### config.mk
export PLATFORM = sky130hd
export DESIGN_NAME = instr_loader_flat
export DESIGN_NICKNAME = d
export VERILOG_FILES = /design/src/rtl/instr_loader_if.sv /design/src/rtl/instr_loader.sv /design/src/flat_wrapper.sv
export SDC_FILE = /design/constraint.sdc
export NUM_CORES = 1
export LEC_CHECK = 0
export ABC_CLOCK_PERIOD_IN_PS = 2100
export CAP_MARGIN = 20
export CORE_ASPECT_RATIO = 0.7
export CORE_MARGIN = 2
export CORE_UTILIZATION = 45
export DETAILED_ROUTE_END_ITERATION = 8
export HOLD_SLACK_MARGIN = 0.02
export PLACE_DENSITY_LB_ADDON = 0.05
export SLEW_MARGIN = 20
export SYNTH_ARGS = -nofsm -noshare
export SYNTH_HDL_FRONTEND = slang
export SYNTH_SLANG_ARGS = --single-unit
### constraint.sdc
create_clock -name CLK -period 2.1 [get_ports CLK]
set_input_delay 0.63 -clock CLK [delete_from_list [all_inputs] [get_ports CLK]]
set_output_delay 0.63 -clock CLK [all_outputs]
set_load 0.1 [all_outputs]
### src/rtl/instr_loader_if.sv
// Purpose: byte-stream load request and instruction-memory write bus for the loader.
// Signals:
//   load_start/load_len       : load request and word count (from host)
//   byte_in/byte_valid/ready  : program byte stream handshake
//   mem_we/mem_addr/mem_wdata : instruction memory write port (from loader)
//   busy/done_ld              : load status, done_ld starts the processor
// Modports: master = host/stream side, slave = loader side.
interface instr_loader_if #(
    parameter int unsigned ADDR_W = 5
);
    logic              load_start;
    logic [ADDR_W:0]   load_len;
    logic [7:0]        byte_in;
    logic              byte_valid;
    logic              byte_ready;
    logic              mem_we;
    logic [31:0]       mem_addr;
    logic [31:0]       mem_wdata;
    logic              busy;
    logic              done_ld;

    modport master (
        output load_start, load_len, byte_in, byte_valid,
        input  byte_ready, mem_we, mem_addr, mem_wdata, busy, done_ld
    );

    modport slave (
        input  load_start, load_len, byte_in, byte_valid,
        output byte_ready, mem_we, mem_addr, mem_wdata, busy, done_ld
    );
endinterface

### src/rtl/instr_loader.sv
// Purpose: writer side of the instruction memory. Packs a valid/ready byte
// stream into little-endian 32-bit words and writes them at byte addresses
// 0, 4, 8, ...; pulses done_ld when the requested word count is written.
// Ports:
//   CLK   : clock, all state changes on posedge
//   RST_N : synchronous active-low reset
//   bus   : instr_loader_if.slave (load request, byte stream, memory write, status)
module instr_loader #(
    parameter int unsigned DEPTH  = 32,
    parameter int unsigned ADDR_W = 5
) (
    input  logic           CLK,
    input  logic           RST_N,
    instr_loader_if.slave  bus
);

    localparam int unsigned LEN_W = ADDR_W + 1;

    typedef enum logic [1:0] {
        IDLE  = 2'd0,
        RECV  = 2'd1,
        WRITE = 2'd2,
        DONE  = 2'd3
    } state_t;

    state_t              state_q, state_d;
    logic [LEN_W-1:0]    len_q, len_d;
    logic [ADDR_W-1:0]   word_idx_q, word_idx_d;
    logic [1:0]          byte_cnt_q, byte_cnt_d;
    logic [31:0]         word_q, word_d;
    logic [31:0]         mem_addr_q, mem_addr_d;
    logic [31:0]         mem_wdata_q, mem_wdata_d;
    logic                byte_ready_q, byte_ready_d;
    logic                mem_we_q, mem_we_d;
    logic                busy_q, busy_d;
    logic                done_q, done_d;

    // State and registered outputs
    always_ff @(posedge CLK) begin
        if (!RST_N) begin
            state_q      <= IDLE;
            len_q        <= '0;
            word_idx_q   <= '0;
            byte_cnt_q   <= '0;
            word_q       <= '0;
            mem_addr_q   <= '0;
            mem_wdata_q  <= '0;
            byte_ready_q <= 1'b0;
            mem_we_q     <= 1'b0;
            busy_q       <= 1'b0;
            done_q       <= 1'b0;
        end else begin
            state_q      <= state_d;
            len_q        <= len_d;
            word_idx_q   <= word_idx_d;
            byte_cnt_q   <= byte_cnt_d;
            word_q       <= word_d;
            mem_addr_q   <= mem_addr_d;
            mem_wdata_q  <= mem_wdata_d;
            byte_ready_q <= byte_ready_d;
            mem_we_q     <= mem_we_d;
            busy_q       <= busy_d;
            done_q       <= done_d;
        end
    end

    // Next state and next output values
    always_comb begin
        state_d     = state_q;
        len_d       = len_q;
        word_idx_d  = word_idx_q;
        byte_cnt_d  = byte_cnt_q;
        word_d      = word_q;
        mem_addr_d  = mem_addr_q;
        mem_wdata_d = mem_wdata_q;

        case (state_q)
            IDLE: begin
                if (bus.load_start) begin
                    len_d      = (bus.load_len > LEN_W'(DEPTH)) ? LEN_W'(DEPTH) : bus.load_len;
                    word_idx_d = '0;
                    byte_cnt_d = '0;
                    state_d    = (len_d == '0) ? DONE : RECV;
                end
            end
            RECV: begin
                if (bus.byte_valid && byte_ready_q) begin
                    word_d[{byte_cnt_q, 3'b000} +: 8] = bus.byte_in;
                    byte_cnt_d = byte_cnt_q + 2'd1;
                    if (byte_cnt_q == 2'd3) begin
                        // Load the write port now so it is valid during WRITE
                        state_d     = WRITE;
                        mem_addr_d  = 32'({word_idx_q, 2'b00});
                        mem_wdata_d = word_d;
                    end
                end
            end
            WRITE: begin
                if (LEN_W'(word_idx_q) == len_q - LEN_W'(1)) begin
                    state_d = DONE;
                end else begin
                    word_idx_d = word_idx_q + ADDR_W'(1);
                    byte_cnt_d = '0;
                    state_d    = RECV;
                end
            end
            DONE: begin
                state_d = IDLE;
            end
            default: begin
                state_d = IDLE;
            end
        endcase

        // Status outputs follow the state being entered so they register in step with it
        byte_ready_d = (state_d == RECV);
        mem_we_d     = (state_d == WRITE);
        busy_d       = (state_d == RECV) || (state_d == WRITE);
        done_d       = (state_d == DONE);
    end

    assign bus.byte_ready = byte_ready_q;
    assign bus.mem_we     = mem_we_q;
    assign bus.mem_addr   = mem_addr_q;
    assign bus.mem_wdata  = mem_wdata_q;
    assign bus.busy       = busy_q;
    assign bus.done_ld    = done_q;

endmodule

### src/flat_wrapper.sv
// flat-port wrapper written by rule: the top's interface ports become plain ports
module instr_loader_flat 
#(
    parameter int unsigned DEPTH  = 32,
    parameter int unsigned ADDR_W = 5
)
  (CLK, RST_N, bus_load_start, bus_load_len, bus_byte_in, bus_byte_valid, bus_byte_ready, bus_mem_we, bus_mem_addr, bus_mem_wdata, bus_busy, bus_done_ld);
  instr_loader_if #(.ADDR_W(ADDR_W)) bus_i ();
  input  logic CLK;
  input  logic RST_N;
  input wire logic [$bits(bus_i.load_start)-1:0] bus_load_start;
  input wire logic [$bits(bus_i.load_len)-1:0] bus_load_len;
  input wire logic [$bits(bus_i.byte_in)-1:0] bus_byte_in;
  input wire logic [$bits(bus_i.byte_valid)-1:0] bus_byte_valid;
  output wire logic [$bits(bus_i.byte_ready)-1:0] bus_byte_ready;
  output wire logic [$bits(bus_i.mem_we)-1:0] bus_mem_we;
  output wire logic [$bits(bus_i.mem_addr)-1:0] bus_mem_addr;
  output wire logic [$bits(bus_i.mem_wdata)-1:0] bus_mem_wdata;
  output wire logic [$bits(bus_i.busy)-1:0] bus_busy;
  output wire logic [$bits(bus_i.done_ld)-1:0] bus_done_ld;
  assign bus_i.load_start = bus_load_start;
  assign bus_i.load_len = bus_load_len;
  assign bus_i.byte_in = bus_byte_in;
  assign bus_i.byte_valid = bus_byte_valid;
  assign bus_byte_ready = bus_i.byte_ready;
  assign bus_mem_we = bus_i.mem_we;
  assign bus_mem_addr = bus_i.mem_addr;
  assign bus_mem_wdata = bus_i.mem_wdata;
  assign bus_busy = bus_i.busy;
  assign bus_done_ld = bus_i.done_ld;
  instr_loader #(.DEPTH(DEPTH), .ADDR_W(ADDR_W)) u_core (.CLK(CLK), .RST_N(RST_N), .bus(bus_i));
endmodule
==> flow_metrics.py, run 1 <==
metrics = {
    "status": {
        "status": "finished clean",
    },
    "floorplanning": {
        "die_w_um": 114,
        "start_util": 0.472,
        "dieHeight_um": 80.7,
        "placeableCoreArea_um2": 8010,
        "die_area_um2": 9160,
        "ioPinCount": 86,
        "std_cell_rows": 27,
    },
    "routing": {
        "drt-initial-drc-count": 185,
        "totalWireLength_mm": 9.34,
        "num_vias": 3296,
        "avgRoutedWirePerCell_um": 15.6,
        "detail_route.first_pass.iterations": 5,
        "drc": 0,
        "viasPerCell": 5.49,
        "antenna_left": 0,
    },
    "global_route": {
        "grt_max_degree": 36,
        "grt_pass1_vias": 3047,
        "grt_usage": 0.216,
        "grt_pass1_wl_mm": 15.4,
        "antenna_found_initial": 0,
        "grt_overflow_total": 0,
    },
    "sta": {
        "setup_tns_ns": 0,
        "slew_headroom": 0.627,
        "worst_slew_pin_slew_ns": 0.556,
        "setup_viol": 0,
        "min_period_over_period": 0.950,
        "setup_slack_ns": 0.105,
        "hold_viol": 0,
        "fin_crit_ns": 2.00,
        "clock_skew_ns": 0.00495,
        "holdWs_ns": 0.502,
        "max_freq_ghz": 0.501,
        "slew_viol_final": 0,
        "rsz0062_at_grt": "no",
    },
    "synth": {
        "synth_enable_flop_cells": 0,
        "synthArstFlopShare": 0,
        "yosysMostFrequentCell": "dfxtp_1",
        "seq_area_frac_synth": 0.466,
        "synth_area_leader_cell": "dfxtp_1",
        "yosys.cell_types.count": 41,
        "netlist_top_cells_area": "dfxtp_1, o21ai_0, a221oi_1",
        "yosysWarnings": 0,
        "ys_seq_elements": 88,
        "synth_ff_type": "dfxtp_1",
        "synth_cells": 426,
        "synth_area_per_cell_um2": 8.88,
        "synth_top_area_share": 0.466,
        "synth_area_um2": 3780,
        "synth_commonest_cells": "dfxtp_1, o21ai_0, a21oi_1, nor2_1, a221oi_1",
    },
    "place": {
        "place_ws_ns": -0.217,
        "portBuffers": 58,
        "gp_congestion": 0.867,
        "dp_hpwl_mm": 6.37,
    },
    "worst_setup_path": {
        "reg2reg_to": "u_core.bus.byte_ready$_SDFF_PN0_",
        "crit_type": "register to register",
        "arrival_ns": 2.23,
        "cp-start-kind": "register",
        "worstPathMaxFanout": 4,
        "cp.required_ns": 2.33,
        "r2r.worst_path.cells": 7,
        "crit-reg2reg-launch": "u_core.len_q[0]$_SDFFE_PN0P_",
        "r2r_setup_slack_ns": 0.10,
        "endpoint_kind": "register",
    },
    "power": {
        "ir_drop_v": 0.000498,
        "p_leak_nw": 2.17,
        "power_per_cell_area_nw_per_um2": 734,
    },
    "clocking": {
        "clock-sinks": 88,
        "clockBufferDepth": 2,
        "path_clk_slew_ns": 0.06,
        "numCtsBuffers": 9,
        "cts_max_level": 3,
        "cts_tree": "built",
        "cts_root_buf": "clkbuf_16",
        "clk-insertion-delay-late_ns": 0.34,
    },
    "worst_hold_path": {
        "holdCritPathClass": "register to register",
        "hold_end": "u_core.word_idx_q[4]$_SDFFE_PN0P_",
        "min_from": "u_core.word_idx_q[4]$_SDFFE_PN0P_",
        "hold_path_depth": 2,
    },
    "final_layout": {
        "post-route-util": 0.651,
        "syn_to_final_growth_pct": 37.9,
        "fill_cells": 665,
        "antennaDiodeCount": 0,
        "fin_nets": 523,
        "drive_above_1_share": 0.196,
    },
    "flow_run": {
        "max_cap_violations": 0,
    },
}
==> registers in the layout (all words and copies together) (netlist names), 2 cells and up <==
name,cells
u_core.bus.mem_wdata,32
u_core.word_idx_q,5
u_core.word_q,32
u_core.byte_cnt_q,2
u_core.bus.mem_addr,5
u_core.state_q,2
u_core.len_q,6
==> logic make-up after synthesis <==
kind of cell,synth area share
AOI/OAI and AO/OA,0.252
xor gates and xnor gates,0.0116
adders and majority gates,0.0364
buffers and inverters,0.0903
DFF,0.466
muxes,0.0106
other,0.000992
and+or+nand+nor,0.132
==> layer usage <==
layer | up-vias | share of wire | global-route usage
met2 | 138 | 0.42 | 0.301
met5 | - | 0 | 0
li1 | 1618 | - | -
met4 | 0 | 0.019 | 0.0841
met3 | 18 | 0.077 | 0.0566
met1 | 1522 | 0.49 | 0.315
==> worst max-delay path, cell delays in order, from the launching register on <==
cell      delay (ns)
dfxtp_4         0.36
or4_4           0.55
o21ai_2         0.12
nor4b_4         0.28
nand3b_4        0.12
and2_4          0.15
ha_1            0.16
and2_1          0.14
==> report_power, final <==
group          total, mW  switching [mW]  internal [mW]
sequential          1.72          0.0216           1.70
clock               1.63           0.641          0.989
combinational      0.475           0.367          0.108
==> what timing repair did <==
item / CTS / global route
setup buffers: 0 / 0
pin swaps: 0 / 3
setup endpoints to repair: 4 / 18
gates resized for setup: 4 / 9
hold buffers: 0 / 0
==> placed cells by master (no fill, tap or decap), types with 2 or more instances in the layout <==
cell	instances
a21boi_0	6
a21oi_1	38
a221oi_1	32
a22o_1	5
a31oi_1	2
and2_1	6
buf_12	38
buf_4	29
clkbuf_1	3
clkbuf_16	9
clkbuf_8	2
clkdlybuf4s50_1	16
clkinv_1	2
conb_1	27
dfxtp_1	85
dfxtp_4	2
ha_1	10
inv_1	7
mux2i_1	4
nand2_1	25
nand2b_1	5
nand3_1	5
nand4_1	3
nor2_1	38
nor2b_1	3
nor3_1	3
nor3_2	2
nor4b_4	2
o21ai_0	65
xnor2_1	2
xor2_1	3
==> worst max-delay path by stage <==
stage | depth (start not counted) | start | end
2_1_floorplan | 9 | u_core.len_q[0]$_SDFFE_PN0P_ | u_core.bus.byte_ready$_SDFF_PN0_
3_3_place_gp | 7 | bus_byte_valid | u_core.bus.mem_we$_SDFF_PN0_
5_1_grt | 7 | u_core.len_q[0]$_SDFFE_PN0P_ | u_core.bus.byte_ready$_SDFF_PN0_
3_5_place_dp | 7 | bus_byte_valid | u_core.bus.busy$_SDFF_PN0_
6_report | 7 | u_core.len_q[0]$_SDFFE_PN0P_ | u_core.bus.byte_ready$_SDFF_PN0_
4_1_cts | 6 | u_core.byte_cnt_q[1]$_SDFFE_PN0P_ | u_core.bus.mem_wdata[21]$_SDFFE_PN0P_
==> stage by stage <==
stage | std cells | instance area, um2 | power [mW]
after detailed placement | 584 | 4850 | 2.22
after floorplan | 452 | 3880 | 2.15
after global routing | 600 | 5210 | 3.95
after global placement | 584 | 4850 | 2.21
after CTS | 600 | 5160 | 3.83
final | 600 | 5210 | 3.82
==> layout make-up <==
cell class                 count  area, um2  area share
inverter                       9       33.8     0.00648
timing repair buffer          84       1140       0.219
multi-input combinational    302       1840       0.352
sequential                    88       1770       0.340
tap                          101        126      0.0242
clock buffer                  14        264      0.0506
clock inverter                 2       37.5     0.00720
(Power assumes the default switching activity.)
==> run 2: changes to the inputs <==
- CAP_MARGIN: 20 -> 5
- CELL_PAD_IN_SITES_DETAIL_PLACEMENT: default -> 1
- CELL_PAD_IN_SITES_GLOBAL_PLACEMENT: default -> 2
- CORE_UTILIZATION: 45 -> 27
==> run 2 against run 1 <==
  * Sequential share of layout area down 1.2 points
  * Via count up 2.8%
  * Fmax down 0.52%
  * Utilization down 26 points
  * Critical path type unchanged
  * Count of clock-buffer cells in the layout down 2
  * Combinational power up 4.6%
  * Wire length up 24%
  * Largest cell class unchanged
  * Final area up 3.8%
  * Critical endpoint unchanged
  * Clock skew up 0.0012 ns
  * Sequential cell count unchanged
  * Worst setup slack worse by 0.011 ns
  * Clock power down 2%
==> flow_metrics.py, run 2 (synthesis results as in run 1) <==
metrics = {
    "sta": {
        "slew_headroom": 0.610,
        "fin_crit_ns": 2.01,
        "max_freq_ghz": 0.499,
        "rsz0062_at_grt": "yes",
        "worst_slew_pin_slew_ns": 0.581,
        "clock_skew_ns": 0.00619,
        "slew_viol_final": 0,
        "min_period_over_period": 0.955,
        "holdWs_ns": 0.503,
        "setup_viol": 0,
        "setup_slack_ns": 0.0940,
        "hold_viol": 0,
    },
    "clocking": {
        "clockBufferDepth": 2,
        "cts_max_level": 3,
        "cts_tree": "built",
        "path_clk_slew_ns": 0.06,
        "cts_root_buf": "clkbuf_16",
        "clock-sinks": 88,
        "hold_buffers": 0,
        "clk-insertion-delay-late_ns": 0.34,
        "numCtsBuffers": 9,
    },
    "worst_setup_path": {
        "crit-reg2reg-launch": "u_core.len_q[1]$_SDFFE_PN0P_",
        "cpPeakStageDelay_ns": 0.53,
        "endpoint": "u_core.bus.byte_ready$_SDFF_PN0_",
        "worst_path_max_delay_cell": "or4_4",
        "worstPathMaxFanout": 4,
        "cp.required_ns": 2.33,
        "endpoint_kind": "register",
        "path_depth": 7,
        "cp-start-kind": "register",
        "r2r_setup_slack_ns": 0.09,
        "critPathTopFamily": "simple AND/OR/NAND/NOR gates",
        "r2r.worst_path.cells": 7,
        "crit_type": "register to register",
        "path_cells": "or4_4 -> o21ai_2 -> nor4b_4 -> nand3b_4 -> and2_4 -> ha_2 -> and2_1",
        "reg2reg_to": "u_core.bus.byte_ready$_SDFF_PN0_",
        "arrival_ns": 2.24,
        "crit_start": "u_core.len_q[1]$_SDFFE_PN0P_",
        "critPathBufInv": 0,
    },
    "place": {
        "gp_congestion": 0.705,
        "portBuffers": 58,
        "place_ws_ns": -0.166,
        "dp_hpwl_mm": 7.95,
        "dpl-instance-area_um2": 5070,
    },
    "final_layout": {
        "drive_above_1_share": 0.205,
        "final_common_cell": "dfxtp_1",
        "syn_to_final_growth_pct": 43.1,
        "layout_common_cells": "dfxtp_1, o21ai_0, buf_12, nor2_1, a21oi_1",
        "antennaDiodeCount": 0,
        "post-route-util": 0.393,
        "fin_area_um2": 5410,
        "fin_nets": 531,
    },
    "global_route": {
        "grt_pass1_vias": 3462,
        "grt_usage": 0.161,
        "grt_pass1_wl_mm": 18.7,
        "grt_max_degree": 39,
        "antenna_found_initial": 0,
        "grt_overflow_total": 0,
    },
    "power": {
        "ir_drop_v": 0.000366,
        "p_leak_nw": 2.22,
        "p_total_mw": 3.80,
        "power_per_cell_area_nw_per_um2": 703,
    },
    "routing": {
        "avgRoutedWirePerCell_um": 16.7,
        "num_vias": 3388,
        "detail_route.first_pass.iterations": 4,
        "viasPerCell": 4.86,
        "drc": 0,
        "drt-initial-drc-count": 167,
        "totalWireLength_mm": 11.6,
        "antenna_left": 0,
    },
    "floorplanning": {
        "ioPinCount": 86,
        "placeableCoreArea_um2": 13800,
        "start_util": 0.274,
        "std_cell_rows": 36,
        "die_area_um2": 15000,
        "die_w_um": 145,
        "dieHeight_um": 103,
    },
    "flow_run": {
        "max_cap_violations": 0,
    },
    "worst_hold_path": {
        "holdCritPathClass": "register to register",
    },
    "status": {
        "status": "finished clean",
    },
}
[run 2: worst min path at each step]
stage | startpoint | end | cells past startpoint
after global placement | u_core.len_q[5]$_SDFFE_PN0P_ | u_core.len_q[5]$_SDFFE_PN0P_ | 2
after CTS | u_core.len_q[5]$_SDFFE_PN0P_ | u_core.len_q[5]$_SDFFE_PN0P_ | 2
after floorplan | u_core.len_q[5]$_SDFFE_PN0P_ | u_core.len_q[5]$_SDFFE_PN0P_ | 2
after detailed placement | u_core.len_q[5]$_SDFFE_PN0P_ | u_core.len_q[5]$_SDFFE_PN0P_ | 2
final | u_core.len_q[5]$_SDFFE_PN0P_ | u_core.len_q[5]$_SDFFE_PN0P_ | 2
after global routing | u_core.len_q[5]$_SDFFE_PN0P_ | u_core.len_q[5]$_SDFFE_PN0P_ | 2
[run 2: stage by stage]
stage | std cells | setup TNS [ns]
after floorplan | 452 | 0
after global placement | 681 | -1.51
after detailed placement | 681 | -3.49
after CTS | 697 | 0
after global routing | 697 | -0.00642
final | 697 | 0
[run 2: final cells by class]
| type | instances | area [um2] |
|---|---|---|
| clock buffer | 12 | 236 |
| clock inverter | 4 | 55.1 |
| fill | 1584 | 8370 |
| inverter | 9 | 33.8 |
| multi-input combinational | 302 | 1820 |
| sequential | 88 | 1770 |
| tap | 190 | 238 |
| timing repair buffer | 92 | 1250 |
[run 2: routing by layer]
metal	global-route usage	vias to the layer above	share of wire
met2	0.246	81	0.42
li1	-	1634	-
met3	0.0407	9	0.053
met5	0	-	0
met4	0.0422	0	0.0097
met1	0.226	1664	0.51
[run 2: power by group]
group	switching [mW]	internal (mW)
Sequential	0.0226	1.70
Combinational	0.379	0.117
Clock	0.658	0.928
Total	1.06	2.74
[run 2: what timing repair did]
action	CTS	global route
gates cloned	0	0
resized for setup	3	9
buffers inserted	0	0
pin swaps	0	4
endpoints found under the setup margin	2	18
[run 2: worst reg2reg max path: stages, from the launching register on]
cell      delay, ns
dfxtp_4        0.36
or4_4          0.53
o21ai_2        0.15
nor4b_4        0.28
nand3b_4       0.13
and2_4         0.15
ha_2           0.15
and2_1         0.14
